[config.mk]
export PLATFORM = sky130hd
export DESIGN_NAME = alu_gate_unit_flat
export DESIGN_NICKNAME = d
export VERILOG_FILES = /design/src/rtl/alu_gate_if.sv /design/src/rtl/alu_gate_unit.sv /design/src/flat_wrapper.sv
export SDC_FILE = /design/constraint.sdc
export NUM_CORES = 1
export LEC_CHECK = 0
export BUFFER_PORTS_ARGS = -buffer_cell sky130_fd_sc_hd__buf_4
export CAP_MARGIN = 5
export CORE_AREA = 2 2 81 83
export DETAILED_ROUTE_END_ITERATION = 10
export DIE_AREA = 0 0 83 85
export GPL_TIMING_DRIVEN = 0
export MAX_ROUTING_LAYER = met4
export PLACE_DENSITY_LB_ADDON = 0.08
export SYNTH_ARGS = -nofsm -noshare
export SYNTH_HDL_FRONTEND = slang
export SYNTH_SLANG_ARGS = --single-unit
[constraint.sdc]
create_clock -name clk_i -period 5.1 [get_ports clk_i]
set_input_delay 0.765 -clock clk_i [delete_from_list [all_inputs] [get_ports clk_i]]
set_output_delay 0.765 -clock clk_i [all_outputs]
set_load 0.01 [all_outputs]
[src/rtl/alu_gate_if.sv]
// Operand/result bundle between the execute-stage issue logic and the
// bitwise-logic unit. The master drives operands and the function code;
// the slave (the unit) returns the registered result and status flags.
interface alu_gate_if #(
    parameter int DATA_WIDTH = 32
);
    logic                  valid_i;
    logic [DATA_WIDTH-1:0] rs1_data_i;
    logic [DATA_WIDTH-1:0] rs2_data_i;
    logic [2:0]            func_i;
    logic [DATA_WIDTH-1:0] rd_data_o;
    logic                  valid_o;
    logic                  zero_o;
    logic                  invalid_o;

    modport master (
        output valid_i, rs1_data_i, rs2_data_i, func_i,
        input  rd_data_o, valid_o, zero_o, invalid_o
    );

    modport slave (
        input  valid_i, rs1_data_i, rs2_data_i, func_i,
        output rd_data_o, valid_o, zero_o, invalid_o
    );
endinterface

[src/rtl/alu_gate_unit.sv]
// Bitwise-logic execution unit: AND / OR / XOR / NOT on two register-file
// operands, one-cycle registered result for write-back. Codes with the top
// bit set are undefined and yield a zero result with the invalid flag raised.
module alu_gate_unit #(
    parameter int DATA_WIDTH = 32
) (
    input  logic       clk_i,
    input  logic       rst_i,
    alu_gate_if.slave  bus
);

    logic [DATA_WIDTH-1:0] result_p0;
    logic                  invalid_p0;

    logic [DATA_WIDTH-1:0] rd_data_p1;
    logic                  vld_p1;
    logic                  zero_p1;
    logic                  invalid_p1;

    // ---- stage p0: combinational function decode and evaluation ----
    // Select the bitwise operation; undefined codes produce zero.
    always_comb begin
        result_p0  = '0;
        invalid_p0 = 1'b0;
        unique casez (bus.func_i)
            3'b000:  result_p0 = bus.rs1_data_i & bus.rs2_data_i;
            3'b001:  result_p0 = bus.rs1_data_i | bus.rs2_data_i;
            3'b010:  result_p0 = bus.rs1_data_i ^ bus.rs2_data_i;
            3'b011:  result_p0 = ~bus.rs1_data_i;
            default: invalid_p0 = 1'b1;
        endcase
    end

    // ---- stage p1: output register, result and flags held when idle ----
    // Capture accepted operations; reset wins over a same-cycle operation.
    always_ff @(posedge clk_i) begin
        if (rst_i) begin
            rd_data_p1 <= '0;
            vld_p1     <= 1'b0;
            zero_p1    <= 1'b1;
            invalid_p1 <= 1'b0;
        end else begin
            vld_p1 <= bus.valid_i;
            if (bus.valid_i) begin
                rd_data_p1 <= result_p0;
                zero_p1    <= ~|result_p0;
                invalid_p1 <= invalid_p0;
            end
        end
    end

    assign bus.rd_data_o = rd_data_p1;
    assign bus.valid_o   = vld_p1;
    assign bus.zero_o    = zero_p1;
    assign bus.invalid_o = invalid_p1;

endmodule

[src/flat_wrapper.sv]
// flat-port wrapper written by rule: the top's interface ports become plain ports
module alu_gate_unit_flat 
#(
    parameter int DATA_WIDTH = 32
)
  (clk_i, rst_i, bus_valid_i, bus_rs1_data_i, bus_rs2_data_i, bus_func_i, bus_rd_data_o, bus_valid_o, bus_zero_o, bus_invalid_o);
  alu_gate_if #(.DATA_WIDTH(DATA_WIDTH)) bus_i ();
  input  logic clk_i;
  input  logic rst_i;
  input wire logic [$bits(bus_i.valid_i)-1:0] bus_valid_i;
  input wire logic [$bits(bus_i.rs1_data_i)-1:0] bus_rs1_data_i;
  input wire logic [$bits(bus_i.rs2_data_i)-1:0] bus_rs2_data_i;
  input wire logic [$bits(bus_i.func_i)-1:0] bus_func_i;
  output wire logic [$bits(bus_i.rd_data_o)-1:0] bus_rd_data_o;
  output wire logic [$bits(bus_i.valid_o)-1:0] bus_valid_o;
  output wire logic [$bits(bus_i.zero_o)-1:0] bus_zero_o;
  output wire logic [$bits(bus_i.invalid_o)-1:0] bus_invalid_o;
  assign bus_i.valid_i = bus_valid_i;
  assign bus_i.rs1_data_i = bus_rs1_data_i;
  assign bus_i.rs2_data_i = bus_rs2_data_i;
  assign bus_i.func_i = bus_func_i;
  assign bus_rd_data_o = bus_i.rd_data_o;
  assign bus_valid_o = bus_i.valid_o;
  assign bus_zero_o = bus_i.zero_o;
  assign bus_invalid_o = bus_i.invalid_o;
  alu_gate_unit #(.DATA_WIDTH(DATA_WIDTH)) u_core (.clk_i(clk_i), .rst_i(rst_i), .bus(bus_i));
endmodule
# Word level (Yosys, flattened, before mapping)
# Cells that the tools add are included.
[classes]
n_reduce_logical = 4
bitwise_logic = 4
eq_ne = 3
muxes = 2
[op_table]
columns = ["operator", "count"]
rows = [
  ["one-hot mux 32 bit (4 select lines)", 1],
  ["AND 32 bit", 1],
  ["NOT 32 bit", 1],
  ["OR 32 bit", 1],
  ["OR reduction 32 bit", 1],
  ["bitwise XOR 32 bit", 1],
  ["equality test 3 x 2 -> 1 bit (second input constant)", 2],
  ["OR reduction 4 bit", 1],
  ["equality test 3 x 1 -> 1 bit (second input constant)", 1],
  ["logical NOT 3 bit", 1],
  ["logical NOT 1 bit", 1],
  ["2-to-1 mux 1 bit", 1],
]
[word_totals]
reg_bits = 35
wordCells = 17
out_inout_bits = 35

# Depth between registers and ports, before layout
# Gate-level depths: netlist of run 1.
[logic_depth]
depth_word = 4
ltp_mapped = 10

# Worst setup path after synthesis of run 1
# No wires, ideal clock.
[synth_path]
path_kind = "input-to-reg"
from = "input bus_rs2_data_i[15]"
to = "register u_core.zero_p1, in the netlist u_core.bus.zero_o"
setup_slack_ps = 2635
stages = 7
arrival_ps = 2380
cell_sequence = "inv_1 > ha_1 > mux4_2 > or4_1 > a21oi_1 > a31oi_1 > o31ai_2"
[synth_between]
elab_chain_len = 4
elab_cells_between_ends = 6
classes_between = "mux: 1; bitwise: 3; reduce/logical: 2"
[synth_lines]
columns = ["element", "line_no", "source"]
rows = [
  ["from (decl)", "flat_wrapper.sv:12", "input wire logic [$bits(bus_i.rs2_data_i)-1:0] bus_rs2_data_i;"],
  ["bitwise XOR 32 bit (tied with other cells)", "alu_gate_unit.sv:28", "3'b010: result_p0 = bus.rs1_data_i ^ bus.rs2_data_i;"],
  ["one-hot mux 32 bit (4 select lines) (*)", "alu_gate_unit.sv:25", "unique casez (bus.func_i)"],
  ["OR reduction 32 bit (*)", "alu_gate_unit.sv:46", "zero_p1 <= ~|result_p0;"],
  ["logical NOT 1 bit (*)", "alu_gate_unit.sv:46", ""],
  ["to (signal assigned)", "alu_gate_unit.sv:46", ""],
  ["to (decl)", "alu_gate_unit.sv:17", "logic zero_p1;"],
]
# Mark *: on every way between the ends. The rest lies on a longest branch, timed or not.
# A chain may end at the register's enable or synchronous reset.

# Worst setup path after layout of run 1
# Same ends and word-level chain as after synthesis.

==> run metrics, run 1 <==
die width=83 um; endpoints failing setup=0; Top-Level Pins=105; period utilization=49.2%; vertical die dimension=about 85 um; number of instances resized during post-cts repair=0; quantity of hold-fixing buffers added after cts=0; sequential fraction of the synthesis area=20.6%; met1 GRT Util=32.8%; number of flops mapped to enable cells by yosys=0; Max Slew Vio Count=0; internal power=0.000573 W; Seq pwr share=36.0%; met2 Resource Use GR=45.3%; most common cell in the synthesized netlist=sky130_fd_sc_hd__inv_1; worst min-delay path category=reg2reg; Layout Utilization=70.3%; Routed WL=8600 um; setup repair after global routing missed its margin=false; number of H-tree levels=2; upper clock frequency limit=399 MHz; Die Footprint=7060 um^2; initial antenna violation count=0; share of the synthesized area in the top cell type=about a quarter; headroom to the max-slew limit=between 60% and 70%; number of DRC markers in iteration 0=115; post-synthesis average cell area=8.89 um^2; share of power burned in the clock network=a little under a third; endpoints failing hold=0; aggregate negative setup slack=0 ps; mapped cell area=between 3000 and 4000 um^2; Overall Power=0.000825 W; synthesized instance count=382; deepest clock path buffer count=2; Initial Util=54.7%; Setup crit end kind=flop; number of warnings printed during yosys synthesis=0; most used routing layer=met2; row count=29; placeable core region=6200 um^2; minimum setup slack after placement=2320 ps; final RePlAce weighted congestion=0.901; average wire per standard cell=around 15 um; vias after detailed routing=approximately 3200; switching portion of total power=30.5%; leakage component of the power=2.29 nW; Main synth FF type=sky130_fd_sc_hd__dfxtp_1; TritonCTS clock tree=yes; Setup Buffers After CTS=0; cell type with the highest aggregate area in the netlist=sky130_fd_sc_hd__ha_1; async set-reset flop share out of synthesis=0%; antenna diode count=0; largest stage delay on the critical path=590 ps; critical path buffer and inverter count=2; Overall Global Routing Usage=26.1%; cells traversed along the worst timing path=buf_4, inv_1, ha_1, mux4_2, or4_1, a21oi_1, a31oi_1, o31ai_2; maximum number of pins on one net before global-route repair=13; Combinational Power Share=32.6%; count of input and output buffers=101; CTS Sinks=35; Worst VDD drop=0.166 mV; Setup crit start kind=input pin; total net switching power=0.000252 W; global-route wire length before repair=between 10000 and 15000 um; outcome=finished, final reports clean; via count of the first global-routing pass=~3200; Mapped Nets=516; global routing usage on met3=4.18%; gr ovfl total=0; worst slew pin tran=564 ps; detailed-routing iteration count for the pre-antenna-repair pass=4; main area contributors after synthesis=sky130_fd_sc_hd__ha_1 (24%), sky130_fd_sc_hd__dfxtp_1 (21%), sky130_fd_sc_hd__mux4_2 (14%); data required time of the critical path=5320 ps; layout filler cell count=543; antenna-violating nets left=0; number of distinct library cells after synthesis=37; worst path arrival time=roughly 2700 ps; mean number of vias per cell=approximately 5.6; Worst Path Max Fanout=2; cell at the root of the clock tree=sky130_fd_sc_hd__clkbuf_8; most common library cells after synthesis=sky130_fd_sc_hd__inv_1 (95), sky130_fd_sc_hd__ha_1 (64), sky130_fd_sc_hd__nor2_1 (44), sky130_fd_sc_hd__dfxtp_1 (35), sky130_fd_sc_hd__a22oi_1 (23); slowest library cell on the worst path=sky130_fd_sc_hd__or4_1; ratio of cells with drive above 1 in the final layout=around 29%; estimated wirelength of the detail-placed design=about 7100 um; fin worst setup slack=between 2000 and 3000 ps; clock transition time at the flip-flop clock pins of the worst setup and hold paths=80 ps; Cell Pwr Density=189 nW/um^2; max-capacitance violation count=0; cell class contributing the biggest share of worst-path delay=simple AND/OR/NAND/NOR gates; number of nets in the layout=between 600 and 700; number of buffers created by CTS=5; clock tree skew after final layout=0 ps; final period demand of the worst path=2510 ps; Crit Path Class=in2reg; worst hold slack=502 ps; Layout area overhead=28.5%; Clk Latency, worst-skew pair=290 ps; #FFs+latches synth=35; DRC violations left=0
cell type report:
cell class	instances	area, um^2	area share [%]
Buffer	21	105	2.41
Clock buffer	5	68.8	1.58
Clock inverter	3	43.8	1.00
Inverter	96	360	8.26
Multi-Input combinational cell	230	2230	51.1
Sequential cell	35	701	16.1
Tap cell	77	96.3	2.21
Timing Repair Buffer	101	758	17.4
cells by family (layout without fill, tap and decap cells):
| group | Yosys count | count (layout) | synth area share (%) |
|---|---|---|---|
| muxes | 33 | 33 | 19.9 |
| adders and majority gates | 64 | 64 | 23.6 |
| buffers and inverters | 117 | 226 | 13.7 |
| and+or+nand+nor | 77 | 77 | 10.5 |
| DFF | 35 | 35 | 20.6 |
| AOI/OAI and AO/OA | 56 | 56 | 11.6 |
metrics by stage:
stage	cells	instance area (um^2)
4_1_cts	568	4360
3_3_place_gp	560	4250
2_1_floorplan	382	3400
6_report	568	4360
3_5_place_dp	560	4250
5_1_grt	568	4360
worst paths after layout:
check                                         startpoint                        to  slack (ps)  cells after the start
worst max register to register  u_core.bus.rd_data_o[25]  u_core.bus.rd_data_o[25]        4380                      2
worst min-delay path            u_core.bus.rd_data_o[10]  u_core.bus.rd_data_o[10]         500                      2
worst min register to register  u_core.bus.rd_data_o[10]  u_core.bus.rd_data_o[10]         500                      2
worst max-delay path                  bus_rs2_data_i[15]         u_core.bus.zero_o        2590                      8
worst register-to-register path, stage by stage, from the launching register on:
cell and delay (ps):
sky130_fd_sc_hd__dfxtp_1 330, sky130_fd_sc_hd__a22oi_1 180, sky130_fd_sc_hd__nor2_1 80
flip-flops by register name (all words and copies together), names as in the netlist:
name	cells
u_core.bus.invalid_o	1
u_core.bus.zero_o	1
u_core.bus.valid_o	1
u_core.bus.rd_data_o	32
cell usage in the layout (no fill, tap or decap), types with 6 or more instances in the layout:
| cell | n |
|---|---|
| sky130_fd_sc_hd__buf_4 | 104 |
| sky130_fd_sc_hd__inv_1 | 95 |
| sky130_fd_sc_hd__ha_1 | 64 |
| sky130_fd_sc_hd__nor2_1 | 44 |
| sky130_fd_sc_hd__dfxtp_1 | 35 |
| sky130_fd_sc_hd__a22oi_1 | 23 |
| sky130_fd_sc_hd__mux4_2 | 21 |
| sky130_fd_sc_hd__a21oi_1 | 12 |
| sky130_fd_sc_hd__clkbuf_1 | 10 |
| sky130_fd_sc_hd__nand2_1 | 8 |
| sky130_fd_sc_hd__buf_2 | 6 |
| sky130_fd_sc_hd__mux2i_1 | 6 |
| sky130_fd_sc_hd__nor2b_1 | 6 |
| sky130_fd_sc_hd__nor4_1 | 6 |
power groups by stage:
stage	combinational [W]	clock, W	sequential, W
finish	0.000268	0.000259	0.000297
global route	0.000300	0.000271	0.000299
CTS	0.000270	0.000260	0.000297
detailed placement	0.000268	0	0.000303
global placement	0.000258	0	0.000303
floorplan	0.000149	0	0.000308
layer usage:
| metal | vias to the layer above | wire, um |
|---|---|---|
| met2 | 105 | 4360 |
| met4 | 0 | 54 |
| li1 | 1517 | - |
| met5 | - | 0 |
| met3 | 4 | 513 |
| met1 | 1528 | 3680 |
Power figures use the tool's default switching activity.
==> run 2, diff against run 1 <==
--- a/config.mk
+++ b/config.mk
@@ -7,9 +7,9 @@
 export LEC_CHECK = 0
 export BUFFER_PORTS_ARGS = -buffer_cell sky130_fd_sc_hd__buf_4
 export CAP_MARGIN = 5
-export CORE_AREA = 2 2 81 83
+export CORE_AREA = 2 2 84 86
 export DETAILED_ROUTE_END_ITERATION = 10
-export DIE_AREA = 0 0 83 85
+export DIE_AREA = 0 0 86 88
 export GPL_TIMING_DRIVEN = 0
 export MAX_ROUTING_LAYER = met4
 export PLACE_DENSITY_LB_ADDON = 0.08
==> constraint.sdc (replaced) <==
create_clock -name clk_i -period 2.32 [get_ports clk_i]
set_input_delay 0.348 -clock clk_i [delete_from_list [all_inputs] [get_ports clk_i]]
set_output_delay 0.348 -clock clk_i [all_outputs]
set_load 0.01 [all_outputs]
==> run metrics, run 2 (synthesis gave the netlist of run 1 again) <==
outcome=finished, final reports clean; Layout area overhead=27.8%; endpoints failing setup=0 (unchanged); Crit Path Class=in2reg; worst hold slack=396 ps (-106 ps); global-route wire length before repair=13800 um (-5.5%); antenna-violating nets left=0 (unchanged); worst min-delay path category=in2reg; data required time of the critical path=2530 ps (-2790 ps); Layout Utilization=65.3% (-5.0 points); vias after detailed routing=3042 (-3.6%); Setup Buffers After CTS=0 (unchanged); post-route cell area=4340 um^2 (-0.54%); initial antenna violation count=0 (unchanged); via count of the first global-routing pass=3070 (-3.4%); Cell Area, Placed=4250 um^2 (about the same); Top-Level Pins=105 (unchanged); share of power burned in the clock network=26.0% (-5.4 points); most frequent standard cell in the layout excluding fill and tap cells=sky130_fd_sc_hd__buf_4; average wire per standard cell=14.9 um (-1.9%); Combinational Power Share=35.0% (+2.4 points); final RePlAce weighted congestion=0.905 (+0.45%); Die Footprint=7570 um^2 (+7.3%); Seq pwr share=39.0% (+3.0 points); row count=30 (+3.4%); total area of multi-input combinational cells=2230 um^2 (unchanged); Overall Global Routing Usage=23.7% (-2.5 points); largest stage delay on the critical path=600 ps (about the same); count of input and output buffers=101 (unchanged); upper clock frequency limit=485 MHz; clock transition time at the flip-flop clock pins of the worst setup and hold paths=80 ps (about the same); Overall Power=0.00168 W (+100%); worst slew pin tran=560 ps (-4.18 ps); ratio of cells with drive above 1 in the final layout=28.9% (-0.20 points); DRC violations left=0 (unchanged); clock tree skew after final layout=0 ps (unchanged); cells traversed along the worst timing path=buf_4, inv_1, ha_1, mux4_2, or4_1, a21oi_1, a31oi_1, o31ai_2; internal power=0.00115 W (+100%); switching portion of total power=31.5% (+0.95 points); final period demand of the worst path=2060 ps; die width=86 um (+3.6%); vertical die dimension=88 um (+3.5%); number of H-tree levels=2 (unchanged); slowest library cell on the worst path=sky130_fd_sc_hd__or4_1; setup repair after global routing missed its margin=false; number of buffers created by CTS=5 (unchanged); mean number of vias per cell=5.33 (-4.1%); cell class contributing the biggest share of worst-path delay=simple AND/OR/NAND/NOR gates; TritonCTS clock tree=yes; placeable core region=6640 um^2 (+7.1%); Routed WL=8490 um (-1.3%); headroom to the max-slew limit=62.7% (+0.28 points); Setup crit start kind=input pin; Worst VDD drop=0.228 mV (+37%); antenna diode count=0 (unchanged); deepest clock path buffer count=2 (unchanged); leakage component of the power=2.28 nW (-0.74%); Clk Latency, worst-skew pair=280 ps (about the same); total net switching power=0.000527 W (+110%); estimated wirelength of the detail-placed design=7080 um (+0.20%); endpoints failing hold=0 (unchanged); maximum number of pins on one net before global-route repair=12 (-1); cell at the root of the clock tree=sky130_fd_sc_hd__clkbuf_8; quantity of hold-fixing buffers added after cts=0 (unchanged); gr ovfl total=0 (unchanged); Worst Path Max Fanout=2 (unchanged); number of nets in the layout=624 (unchanged); period utilization=88.9%; CTS Sinks=35 (unchanged); number of flip-flops in the largest register=32 (unchanged); Initial Util=51.1% (-3.6 points); Cell Pwr Density=386 nW/um^2 (+100%); commonest non-fill, non-tap cells in the layout=sky130_fd_sc_hd__buf_4 (104), sky130_fd_sc_hd__inv_1 (95), sky130_fd_sc_hd__ha_1 (64); max-capacitance violation count=0 (unchanged); worst path arrival time=2270 ps (-450 ps); Setup crit end kind=flop; number of instances resized during post-cts repair=0 (unchanged); number of DRC markers in iteration 0=86 (-25%); Max Slew Vio Count=0 (unchanged); critical path buffer and inverter count=2 (unchanged); Storage cell area=701 um^2 (unchanged); layout filler cell count=615 (+13%); detailed-routing iteration count for the pre-antenna-repair pass=4 (unchanged)
==> run 2: changes by cell type in the layout (fill, tap and decap cells not counted), sizes merged <==
cell	previous run	this run
clkinvlp	0	1
bufinv	1	0
clkbuf	15	16
clkinv	3	2
==> run 2: final cells by class <==
class                      count  area share, %
buffer                        21           2.42
sequential                    35           16.1
multi-input combinational    230           51.4
clock buffer                   6           1.67
inverter                      96           8.30
clock inverter                 2          0.288
tap                           80           2.31
timing repair buffer         101           17.5
==> run 2: routing by layer <==
layer | up-vias | wire (um) | GRT usage [%]
met5 | - | 0 | -
met2 | 76 | 4240 | 40.9
met3 | 6 | 404 | 3.30
li1 | 1512 | - | -
met4 | 0 | 61 | 4.62
met1 | 1448 | 3780 | 29.7
==> run 2: worst paths after layout <==
kind	start	endpoint	slack, ps	depth (start not counted)
max reg2reg	u_core.bus.rd_data_o[18]	u_core.bus.rd_data_o[18]	1590	2
min reg2reg	u_core.bus.rd_data_o[5]	u_core.bus.rd_data_o[5]	490	2
min	rst_i	u_core.bus.rd_data_o[24]	400	2
max	bus_rs2_data_i[15]	u_core.bus.zero_o	260	8
==> run 2: per-stage QoR <==
| stage | setup TNS [ps] | setup slack (ps) | std cells |
|---|---|---|---|
| 2_1_floorplan | 0 | 272 | 382 |
| 3_3_place_gp | -16.8 | -16.8 | 563 |
| 3_5_place_dp | -47.2 | -47.2 | 563 |
| 4_1_cts | 0 | 243 | 571 |
| 5_1_grt | 0 | 163 | 571 |
| 6_report | 0 | 257 | 571 |
==> run 2: worst reg2reg max path, stage by stage (launching register included) <==
cell	delay, ps
sky130_fd_sc_hd__dfxtp_1	350
sky130_fd_sc_hd__nor2_1	50
sky130_fd_sc_hd__a211oi_1	240
==> run 2: power groups by stage <==
stage	combinational [W]	sequential (W)	clock, W
final	0.000587	0.000653	0.000436
after global routing	0.000657	0.000655	0.000464
after CTS	0.000591	0.000653	0.000437
after detailed placement	0.000588	0.000667	0
after global placement	0.000565	0.000666	0
after floorplan	0.000327	0.000677	0
==> run 3, diff against run 2 <==
--- a/config.mk
+++ b/config.mk
@@ -7,10 +7,13 @@
 export LEC_CHECK = 0
 export BUFFER_PORTS_ARGS = -buffer_cell sky130_fd_sc_hd__buf_4
 export CAP_MARGIN = 5
-export CORE_AREA = 2 2 84 86
+export CELL_PAD_IN_SITES_DETAIL_PLACEMENT = 1
+export CELL_PAD_IN_SITES_GLOBAL_PLACEMENT = 1
+export CORE_AREA = 2 2 97 99
 export DETAILED_ROUTE_END_ITERATION = 10
-export DIE_AREA = 0 0 86 88
+export DIE_AREA = 0 0 99 101
 export GPL_TIMING_DRIVEN = 0
+export HOLD_SLACK_MARGIN = 0.12
 export MAX_ROUTING_LAYER = met4
 export PLACE_DENSITY_LB_ADDON = 0.08
 export SYNTH_ARGS = -nofsm -noshare
==> constraint.sdc (replaced) <==
create_clock -name clk_i -period 2.1 [get_ports clk_i]
set_input_delay 0.315 -clock clk_i [delete_from_list [all_inputs] [get_ports clk_i]]
set_output_delay 0.315 -clock clk_i [all_outputs]
set_load 0.01 [all_outputs]
==> run metrics, run 3 (synthesis gave the netlist of run 1 again) <==
post-route cell area=4380 um^2 (+1.0%); switching portion of total power=32.6% (+1.1 points); most frequent standard cell in the layout excluding fill and tap cells=sky130_fd_sc_hd__buf_4; vertical die dimension=101 um (+15%); antenna-violating nets left=0 (unchanged); placeable core region=8980 um^2 (+35%); deepest clock path buffer count=2 (unchanged); initial antenna violation count=0 (unchanged); Layout area overhead=29.1%; share of power burned in the clock network=26.5% (+0.5 points); Die Footprint=10000 um^2 (+32%); outcome=finished, final reports clean; leakage component of the power=2.28 nW (+0.12%); Routed WL=10100 um (+19%); number of nets in the layout=624 (unchanged); TritonCTS clock tree=yes; mean number of vias per cell=5.18 (-2.7%); Max Slew Vio Count=0 (unchanged); number of buffers created by CTS=5 (unchanged); upper clock frequency limit=504 MHz; max-capacitance violation count=0 (unchanged); quantity of hold-fixing buffers added after cts=0 (unchanged); row count=35 (+17%); via count of the first global-routing pass=3232 (+5.3%); final RePlAce weighted congestion=0.853 (-5.8%); vias after detailed routing=3121 (+2.6%); Setup crit start kind=input pin; total net switching power=0.000614 W (+16%); worst slew pin tran=739 ps (+180 ps); estimated wirelength of the detail-placed design=8420 um (+19%); commonest non-fill, non-tap cells in the layout=sky130_fd_sc_hd__buf_4 (104), sky130_fd_sc_hd__inv_1 (95), sky130_fd_sc_hd__ha_1 (64); Worst VDD drop=0.205 mV (-9.9%); worst path arrival time=2200 ps (-70 ps); number of H-tree levels=2 (unchanged); maximum number of pins on one net before global-route repair=12 (unchanged); global-route wire length before repair=16100 um (+17%); Top-Level Pins=105 (unchanged); endpoints failing hold=0 (unchanged); cell at the root of the clock tree=sky130_fd_sc_hd__clkbuf_8; Setup crit end kind=flop; Worst Path Max Fanout=2 (unchanged); ratio of cells with drive above 1 in the final layout=29.3% (+0.41 points); setup repair after global routing missed its margin=false; Layout Utilization=48.8% (-16 points); endpoints failing setup=0 (unchanged); data required time of the critical path=2320 ps (-210 ps); final period demand of the worst path=1980 ps; Setup Buffers After CTS=0 (unchanged); Cell Pwr Density=430 nW/um^2 (+11%); Overall Global Routing Usage=21.2% (-2.5 points); Cell Area, Placed=4290 um^2 (+0.91%); count of input and output buffers=101 (unchanged); clock tree skew after final layout=0 ps (unchanged); Crit Path Class=in2reg; clock transition time at the flip-flop clock pins of the worst setup and hold paths=70 ps (about the same); gr ovfl total=0 (unchanged); internal power=0.00127 W (+11%); die width=99 um (+15%); DRC violations left=0 (unchanged); number of flip-flops in the largest register=32 (unchanged); CTS Sinks=35 (unchanged); headroom to the max-slew limit=50.7% (-12 points); detailed-routing iteration count for the pre-antenna-repair pass=4 (unchanged); period utilization=94.4%; worst min-delay path category=in2reg; number of DRC markers in iteration 0=73 (-15%); Initial Util=37.8% (-13 points); Seq pwr share=38.2% (-0.8 points); antenna diode count=0 (unchanged); aggregate negative setup slack=0 ps (unchanged); Combinational Power Share=35.3% (+0.3 points); average wire per standard cell=16.8 um (+13%); Clk Latency, worst-skew pair=300 ps (+20 ps)
run 3: final timing paths:
kind                                                from                  endpoint  slack, ps  cells after the start
worst max-delay path                  bus_rs2_data_i[15]         u_core.bus.zero_o        120                      8
worst min register to register         u_core.bus.zero_o         u_core.bus.zero_o        480                      2
worst min-delay path                         bus_valid_i  u_core.bus.rd_data_o[17]        370                      3
worst max register to register  u_core.bus.rd_data_o[31]  u_core.bus.rd_data_o[31]       1360                      2
run 3: final cells by class:
cell class	instances	area, um^2
Inverter	96	360
Clock buffer	6	72.6
Multi-Input combinational cell	230	2230
Timing Repair Buffer	101	758
Clock inverter	2	12.5
Sequential cell	35	701
Buffer	21	106
Fill cell	1101	4590
Tap cell	111	139
run 3: routing by layer:
metal  vias to the layer above  wire (um)  global-route usage, %  part of all wire, %
met5                         -          0                      -                    0
met4                         0         96                   4.32                 0.95
met3                         9        478                   3.88                  4.7
met2                        70       5150                   37.0                   51
met1                      1522       4360                   25.7                   43
li1                       1520          -                      -                    -
run 3: what timing repair did:
item,CTS,global route
setup endpoints to repair,0,8
resized for setup,0,2
endpoints found under the hold margin,0,0
run 3: worst max-delay path, stage by stage:
cell                      delay, ps
sky130_fd_sc_hd__buf_4           80
sky130_fd_sc_hd__inv_1           30
sky130_fd_sc_hd__ha_1           270
sky130_fd_sc_hd__mux4_2         470
sky130_fd_sc_hd__or4_1          590
sky130_fd_sc_hd__a21oi_2        150
sky130_fd_sc_hd__a31oi_1        110
sky130_fd_sc_hd__o31ai_2        170
run 3: power groups by stage:
| stage | sequential [W] | clock (W) | combinational, W |
|---|---|---|---|
| 2_1_floorplan | 0.000748 | 0 | 0.000362 |
| 3_3_place_gp | 0.000734 | 0 | 0.000648 |
| 3_5_place_dp | 0.000736 | 0 | 0.000675 |
| 6_report | 0.000720 | 0.000498 | 0.000665 |
| 4_1_cts | 0.000720 | 0.000512 | 0.000677 |
| 5_1_grt | 0.000723 | 0.000546 | 0.000749 |
run 3: per-stage QoR:
step	total power (W)	std cells	hold WS (ps)	setup WS [ps]
after floorplan	0.00111	382	495	85.3
after global placement	0.00138	594	468	-231
after detailed placement	0.00141	594	475	-248
after CTS	0.00191	602	365	70.9
after global routing	0.00202	602	387	14.8
final	0.00188	602	370	117
